## src/rtl/uart_rx_param_if.sv

```systemverilog
// Output handshake bundle of the UART receiver: received payload, error flags and valid/ready.
interface uart_rx_param_if #(
  parameter int DATA_BITS = 8
);
  logic [DATA_BITS-1:0] m_data;
  logic                 m_valid;
  logic                 m_ready;
  logic                 m_parity_err;
  logic                 m_frame_err;

  modport master (
    output m_data,
    output m_valid,
    output m_parity_err,
    output m_frame_err,
    input  m_ready
  );

  modport slave (
    input  m_data,
    input  m_valid,
    input  m_parity_err,
    input  m_frame_err,
    output m_ready
  );
endinterface

```

## src/rtl/uart_rx_param.sv

```systemverilog
// Parametrised UART receiver: oversampled 3-sample majority bit recovery, optional parity,
// 1 or 2 stop bits, false-start rejection and an overrun-flagging valid/ready output register.
module uart_rx_param #(
  parameter int CLOCK_FREQ = 100_000_000,
  parameter int BAUD_RATE  = 9600,
  parameter int OVERSAMPLE = 16,
  parameter int DATA_BITS  = 8,
  parameter int PARITY     = 0,
  parameter int STOP_BITS  = 1
) (
  input  logic            clk,
  input  logic            reset,
  input  logic            rx,
  uart_rx_param_if.master m,
  output logic            overrun,
  output logic            busy
);
  localparam int DIV   = CLOCK_FREQ / (BAUD_RATE * OVERSAMPLE);
  localparam int DIV_W = (DIV > 1) ? $clog2(DIV) : 1;
  localparam int T_W   = $clog2(OVERSAMPLE);
  localparam int IDX_W = $clog2(DATA_BITS);

  localparam logic [DIV_W-1:0] DIV_LAST = DIV_W'(DIV - 1);
  localparam logic [T_W-1:0]   T_S0     = T_W'(OVERSAMPLE / 2 - 1);
  localparam logic [T_W-1:0]   T_S1     = T_W'(OVERSAMPLE / 2);
  localparam logic [T_W-1:0]   T_DEC    = T_W'(OVERSAMPLE / 2 + 1);
  localparam logic [T_W-1:0]   T_LAST   = T_W'(OVERSAMPLE - 1);
  localparam logic [IDX_W-1:0] IDX_LAST = IDX_W'(DATA_BITS - 1);

  typedef enum logic [2:0] {
    S_IDLE,
    S_START,
    S_DATA,
    S_PARITY,
    S_STOP,
    S_BREAK
  } state_t;

  state_t               state;
  state_t               state_next;
  logic                 rx_meta;
  logic                 rxs;
  logic [DIV_W-1:0]     div_cnt;
  logic [T_W-1:0]       t;
  logic                 s0;
  logic                 s1;
  logic [DATA_BITS-1:0] data;
  logic [IDX_W-1:0]     bit_idx;
  logic                 stop_idx;
  logic                 perr;
  logic                 ferr;
  logic                 commit_pend;
  logic [DATA_BITS-1:0] out_data;
  logic                 out_valid;
  logic                 out_perr;
  logic                 out_ferr;

  logic tick;
  logic decide;
  logic bit_end;
  logic decision;
  logic last_stop;
  logic parity_exp;
  logic start_frame;
  logic commit_set;

  // The divider only runs outside IDLE, so it restarts from zero on every start edge.
  assign tick       = (state != S_IDLE) && (div_cnt == DIV_LAST);
  assign decide     = tick && (t == T_DEC);
  assign bit_end    = tick && (t == T_LAST);
  assign decision   = (s0 & s1) | (s0 & rxs) | (s1 & rxs);
  assign last_stop  = (STOP_BITS == 2) ? stop_idx : 1'b1;
  assign parity_exp = (PARITY == 2) ? ^data : ~^data;

  assign busy           = (state != S_IDLE);
  assign m.m_data       = out_data;
  assign m.m_valid      = out_valid;
  assign m.m_parity_err = out_perr;
  assign m.m_frame_err  = out_ferr;

  always_ff @(posedge clk or posedge reset) begin
    if (reset) state <= S_IDLE;
    else       state <= state_next;
  end

  always_comb begin
    state_next  = state;
    start_frame = 1'b0;
    commit_set  = 1'b0;
    case (state)
      S_IDLE: begin
        if (!rxs) begin
          state_next  = S_START;
          start_frame = 1'b1;
        end
      end
      S_START: begin
        if (decide && decision) state_next = S_IDLE;
        else if (bit_end)       state_next = S_DATA;
      end
      S_DATA: begin
        if (bit_end && (bit_idx == IDX_LAST))
          state_next = (PARITY != 0) ? S_PARITY : S_STOP;
      end
      S_PARITY: begin
        if (bit_end) state_next = S_STOP;
      end
      // The frame is committed at the last stop decision, without waiting for the bit end.
      S_STOP: begin
        if (decide && last_stop) begin
          commit_set = 1'b1;
          state_next = (ferr || !decision) ? S_BREAK : S_IDLE;
        end
      end
      S_BREAK: begin
        if (tick && rxs) state_next = S_IDLE;
      end
      default: state_next = S_IDLE;
    endcase
  end

  always_ff @(posedge clk or posedge reset) begin
    if (reset) begin
      rx_meta     <= 1'b1;
      rxs         <= 1'b1;
      div_cnt     <= '0;
      t           <= '0;
      s0          <= 1'b1;
      s1          <= 1'b1;
      data        <= '0;
      bit_idx     <= '0;
      stop_idx    <= 1'b0;
      perr        <= 1'b0;
      ferr        <= 1'b0;
      commit_pend <= 1'b0;
      out_data    <= '0;
      out_valid   <= 1'b0;
      out_perr    <= 1'b0;
      out_ferr    <= 1'b0;
      overrun     <= 1'b0;
    end else begin
      rx_meta <= rx;
      rxs     <= rx_meta;

      if (state == S_IDLE) begin
        div_cnt <= '0;
        t       <= '0;
      end else if (tick) begin
        div_cnt <= '0;
        t       <= (t == T_LAST) ? '0 : t + 1'b1;
      end else begin
        div_cnt <= div_cnt + 1'b1;
      end

      if (tick && (t == T_S0)) s0 <= rxs;
      if (tick && (t == T_S1)) s1 <= rxs;

      if (start_frame) begin
        data     <= '0;
        bit_idx  <= '0;
        stop_idx <= 1'b0;
        perr     <= 1'b0;
        ferr     <= 1'b0;
      end

      if (state == S_DATA) begin
        if (decide)  data[bit_idx] <= decision;
        if (bit_end) bit_idx <= bit_idx + 1'b1;
      end

      if ((state == S_PARITY) && decide) perr <= (decision != parity_exp);

      if (state == S_STOP) begin
        if (decide && !decision) ferr <= 1'b1;
        if (bit_end)             stop_idx <= 1'b1;
      end

      // A commit always wins over a same-cycle consume; a full, unconsumed register drops the frame.
      commit_pend <= commit_set;
      overrun     <= 1'b0;
      if (commit_pend) begin
        if (!out_valid || m.m_ready) begin
          out_data  <= data;
          out_perr  <= perr;
          out_ferr  <= ferr;
          out_valid <= 1'b1;
        end else begin
          overrun <= 1'b1;
        end
      end else if (out_valid && m.m_ready) begin
        out_valid <= 1'b0;
      end
    end
  end
endmodule

```

## src/flat_wrapper.sv

```systemverilog
// flat-port wrapper written by rule: the top's interface ports become plain ports
module uart_rx_param_flat 
#(
  parameter int CLOCK_FREQ = 100_000_000,
  parameter int BAUD_RATE  = 9600,
  parameter int OVERSAMPLE = 16,
  parameter int DATA_BITS  = 8,
  parameter int PARITY     = 0,
  parameter int STOP_BITS  = 1
)
  (clk, reset, rx, overrun, busy, m_m_data, m_m_valid, m_m_parity_err, m_m_frame_err, m_m_ready);
  uart_rx_param_if #(.DATA_BITS(DATA_BITS)) m_i ();
  input  logic clk;
  input  logic reset;
  input  logic rx;
  output logic overrun;
  output logic busy;
  output wire logic [$bits(m_i.m_data)-1:0] m_m_data;
  output wire logic [$bits(m_i.m_valid)-1:0] m_m_valid;
  output wire logic [$bits(m_i.m_parity_err)-1:0] m_m_parity_err;
  output wire logic [$bits(m_i.m_frame_err)-1:0] m_m_frame_err;
  input wire logic [$bits(m_i.m_ready)-1:0] m_m_ready;
  assign m_m_data = m_i.m_data;
  assign m_m_valid = m_i.m_valid;
  assign m_m_parity_err = m_i.m_parity_err;
  assign m_m_frame_err = m_i.m_frame_err;
  assign m_i.m_ready = m_m_ready;
  uart_rx_param #(.CLOCK_FREQ(CLOCK_FREQ), .BAUD_RATE(BAUD_RATE), .OVERSAMPLE(OVERSAMPLE), .DATA_BITS(DATA_BITS), .PARITY(PARITY), .STOP_BITS(STOP_BITS)) u_core (.clk(clk), .reset(reset), .rx(rx), .m(m_i), .overrun(overrun), .busy(busy));
endmodule
```

## config.mk

```make
export PLATFORM = sky130hd
export DESIGN_NAME = uart_rx_param_flat
export DESIGN_NICKNAME = d
export VERILOG_FILES = /design/src/rtl/uart_rx_param_if.sv /design/src/rtl/uart_rx_param.sv /design/src/flat_wrapper.sv
export SDC_FILE = /design/constraint.sdc
export NUM_CORES = 1
export LEC_CHECK = 0
export CAP_MARGIN = 20
export CELL_PAD_IN_SITES_DETAIL_PLACEMENT = 1
export CELL_PAD_IN_SITES_GLOBAL_PLACEMENT = 1
export CORE_ASPECT_RATIO = 0.9
export CORE_UTILIZATION = 46
export DETAILED_ROUTE_END_ITERATION = 8
export HOLD_SLACK_MARGIN = 0.05
export PLACE_DENSITY_LB_ADDON = 0.1
export SETUP_SLACK_MARGIN = 0.15
export SLEW_MARGIN = 5
export SYNTH_ARGS = -nofsm -noshare
export SYNTH_HDL_FRONTEND = slang
export SYNTH_SLANG_ARGS = --single-unit
```

## constraint.sdc

```tcl
create_clock -name clk -period 2.5 [get_ports clk]
set_input_delay 0.5 -clock clk [delete_from_list [all_inputs] [get_ports clk]]
set_output_delay 0.5 -clock clk [all_outputs]
set_load 0.02 [all_outputs]
```

==> metrics.cfg <==
[critical_path]
setup.worst_path.class=reg -> out
start_kind=register
reg2reg_from=u_core.div_cnt[0]$_DFF_PP0_
crit_family=buffers and inverters
critPathSlowestCell=clkdlybuf4s50_1
crit_buf_inv=2
r2r_setup_slack_ps=360
timing.rr.end=u_core.data[4]$_DFF_PP0_
slowest_delay_ps=610
crit_required_ps=2000
worstPathArrival_ps=1710
ff2ff_path_depth=7
path_cells=nor3_2 -> inv_1 -> clkdlybuf4s50_1
critical_path.max_fanout=11
cp-end-kind=output port

[pwr]
ir_drop_v=0.000310
power.leakage_nw=1.24
power.density_mw_per_mm2=496

[floorplanning]
core_sq_mm=0.00492
start_util_pct=48.6
rows=24
die_h_um=70.4
die_area_sq_mm=0.00549
ioPinCount=17
chipWidth_um=78.0

[sta]
skew_ps=6.54
hold-worst-slack_ps=358
tightest_slew_ps=1030
timing.final.crit_share_pct=88.4
rsz0062_at_grt=no
finalMaxSlewViolations=0
slew_headroom_pct=31.2
setup_tns_ps=0
fmax_ghz=0.452
hold_violations=0
finalCriticalPeriod_ps=2210
setup_violations=0

[finish]
drive_gt1_share_pct=15.9
num_antenna_cells=0
finalInstanceArea_sq_mm=0.00274
seq_area_sq_mm=0.00118
fill_cells=536
multi_input_area_sq_mm=0.00114
fin_nets=249
synthToLayoutAreaGrowth_pct=14.4

[global_routing]
grt_pass1_wl_mm=9.42
grt_usage_pct=22.3
antenna_found_initial=0
overflow=0
grt_pass1_vias=1856
grt_max_degree=19

[logic_synthesis]
ys_warn_count=0
synth.top_cells.by_area=dfrtp_1 45%, mux2_2 5.2%, dfstp_2 4.4%
ys_types=47
postSynth.asyncResetShare_pct=100
synth_top_area_share_pct=45.0
yosysSeqAreaShare_pct=49.4
ys_ff_latch=47
synth_area_leader_cell=dfrtp_1
synth_edf_count=0
syn_avg_cell_area_sq_um=10.9
netlist_area_sq_mm=0.00239
ys.flop_type=dfrtp_1
yosysMostFrequentCell=dfrtp_1
syn-num-nets=230
synthTopCellsByCount=43 x dfrtp_1, 21 x nand2_1, 21 x nor2_1
synth_cells=219

[min_path]
min_from=u_core.rx_meta$_DFF_PP1_
hp-class=reg -> reg
worstHoldPathCells=0
hold_end=u_core.rxs$_DFF_PP1_

[clock_network]
path_clk_slew_ps=90
cts_buffers=5
clkLatencyLatePin_ps=290
cts_max_path_buffers=2
cts_max_level=2
clockRootBuffer=clkbuf_8
cts_tree=built
cts.sinks=47

[detailed_routing]
num_vias=1720
drtPass1Iterations=4
wl_per_cell_um=17.5
post-route-drc-count=0
final_antenna_net_count=0
viasPerCell=5.66
drt_iter0_markers=65
routed_wl_mm=5.31

[place]
portBuffers=16
routabilityCongestion=0.933
dpl-instance-area_sq_mm=0.00262
dp_hpwl_mm=3.98

[run_status]
status=completed

[job]
max_cap_viol_count=0

layout make-up:
cell class | instances | area share (%)
Inverter | 9 | 1.23
Timing Repair Buffer | 19 | 6.68
Tap cell | 65 | 2.97
Clock buffer | 6 | 3.02
Clock inverter | 2 | 1.28
Sequential cell | 47 | 43.2
Multi-Input combinational cell | 156 | 41.7
how the worst max path moves through the flow:
stage / from / endpoint / slack [ps] / cells after the start
final: u_core.state[0]$_DFFE_PP0P_ / busy / 290 / 3
after global routing: u_core.state[1]$_DFFE_PP0P_ / busy / 170 / 3
after CTS: u_core.div_cnt[0]$_DFF_PP0_ / u_core.data[4]$_DFF_PP0_ / 270 / 7
after detailed placement: u_core.div_cnt[0]$_DFF_PP0_ / u_core.data[4]$_DFF_PP0_ / 290 / 7
after global placement: u_core.div_cnt[0]$_DFF_PP0_ / u_core.data[2]$_DFF_PP0_ / 470 / 7
after floorplan: u_core.bit_idx[1]$_DFF_PP0_ / u_core.state[0]$_DFFE_PP0P_ / 690 / 6
timing repair:
action	in CTS	in global routing
hold buffers	0	0
setup endpoints to repair	0	2
gates resized for setup	0	1
buffers inserted	0	0
power by group:
part	switching, W	leakage (nW)	internal, W
sequential	0.00000206	0.628	0.000763
combinational	0.0000157	0.549	0.00000697
clock	0.000245	0.0612	0.000324
flip-flops by register name, indices dropped and copies added, names as in the netlist:
register / flops
u_core.state: 3
u_core.bit_idx: 3
u_core.overrun: 1
u_core.m.m_valid: 1
u_core.div_cnt: 10
u_core.ferr: 1
u_core.perr: 1
u_core.m.m_data: 8
u_core.commit_pend: 1
u_core.m.m_parity_err: 1
u_core.rx_meta: 1
u_core.rxs: 1
u_core.s0: 1
u_core.m.m_frame_err: 1
u_core.data: 8
u_core.s1: 1
u_core.t: 4
worst reg2reg max path, stage by stage (launching register included):
cell	delay, ps
dfrtp_1	440
inv_1	80
ha_1	130
and4bb_2	290
and3_2	340
nand3b_4	140
nor4_1	380
mux2i_1	250
logic make-up (layout without fill, tap and decap cells):
group	after synthesis	in the layout	share of synthesized area (%)
buf+inv	16	36	2.98
flops	47	47	49.4
compound gates	30	30	8.90
simple gates	83	83	20.3
fa+ha+maj	7	7	3.66
xor+xnor	17	17	6.23
mux	19	19	8.58
metal layers:
| metal | global-route usage, % | vias up | routed length [um] |
|---|---|---|---|
| li1 | - | 813 | - |
| met4 | 8.44 | 0 | 103 |
| met5 | 0 | - | 0 |
| met2 | 36.5 | 30 | 2580 |
| met3 | 4.71 | 12 | 143 |
| met1 | 29.2 | 865 | 2480 |
per-stage QoR:
| stage | total power (W) | cells | setup WS, ps | utilization [%] |
|---|---|---|---|---|
| after floorplan | 0.000791 | 219 | 691 | - |
| after global placement | 0.000802 | 296 | 469 | 53.2 |
| after detailed placement | 0.000804 | 296 | 289 | 53.2 |
| after CTS | 0.00138 | 304 | 271 | 55.5 |
| after global routing | 0.00140 | 304 | 173 | 55.6 |
| final | 0.00136 | 304 | 290 | 55.6 |
placed cells by master, fill, tap and decap left out, types with 2 or more instances in the layout:
cell type | netlist | final
a211oi_1 | 2 | 2
a21oi_1 | 4 | 4
and3_1 | 7 | 6
buf_4 | 0 | 3
clkbuf_8 | 0 | 6
clkdlybuf4s50_1 | 0 | 16
dfrtp_1 | 43 | 43
dfstp_2 | 4 | 4
ha_1 | 7 | 7
inv_1 | 9 | 8
mux2_2 | 11 | 11
mux2i_1 | 7 | 7
nand2_1 | 21 | 21
nand2b_1 | 3 | 3
nand3_1 | 6 | 6
nand3_4 | 2 | 2
nand3b_1 | 2 | 2
nand4_1 | 2 | 2
nor2_1 | 21 | 21
nor3_1 | 2 | 2
nor4_1 | 5 | 5
o211ai_1 | 6 | 6
o21ai_0 | 2 | 2
o21ai_1 | 3 | 3
o31ai_1 | 5 | 5
or3_1 | 2 | 2
xnor2_1 | 12 | 12
xor2_1 | 5 | 5
Note: power is estimated with default switching activity, not from simulation.
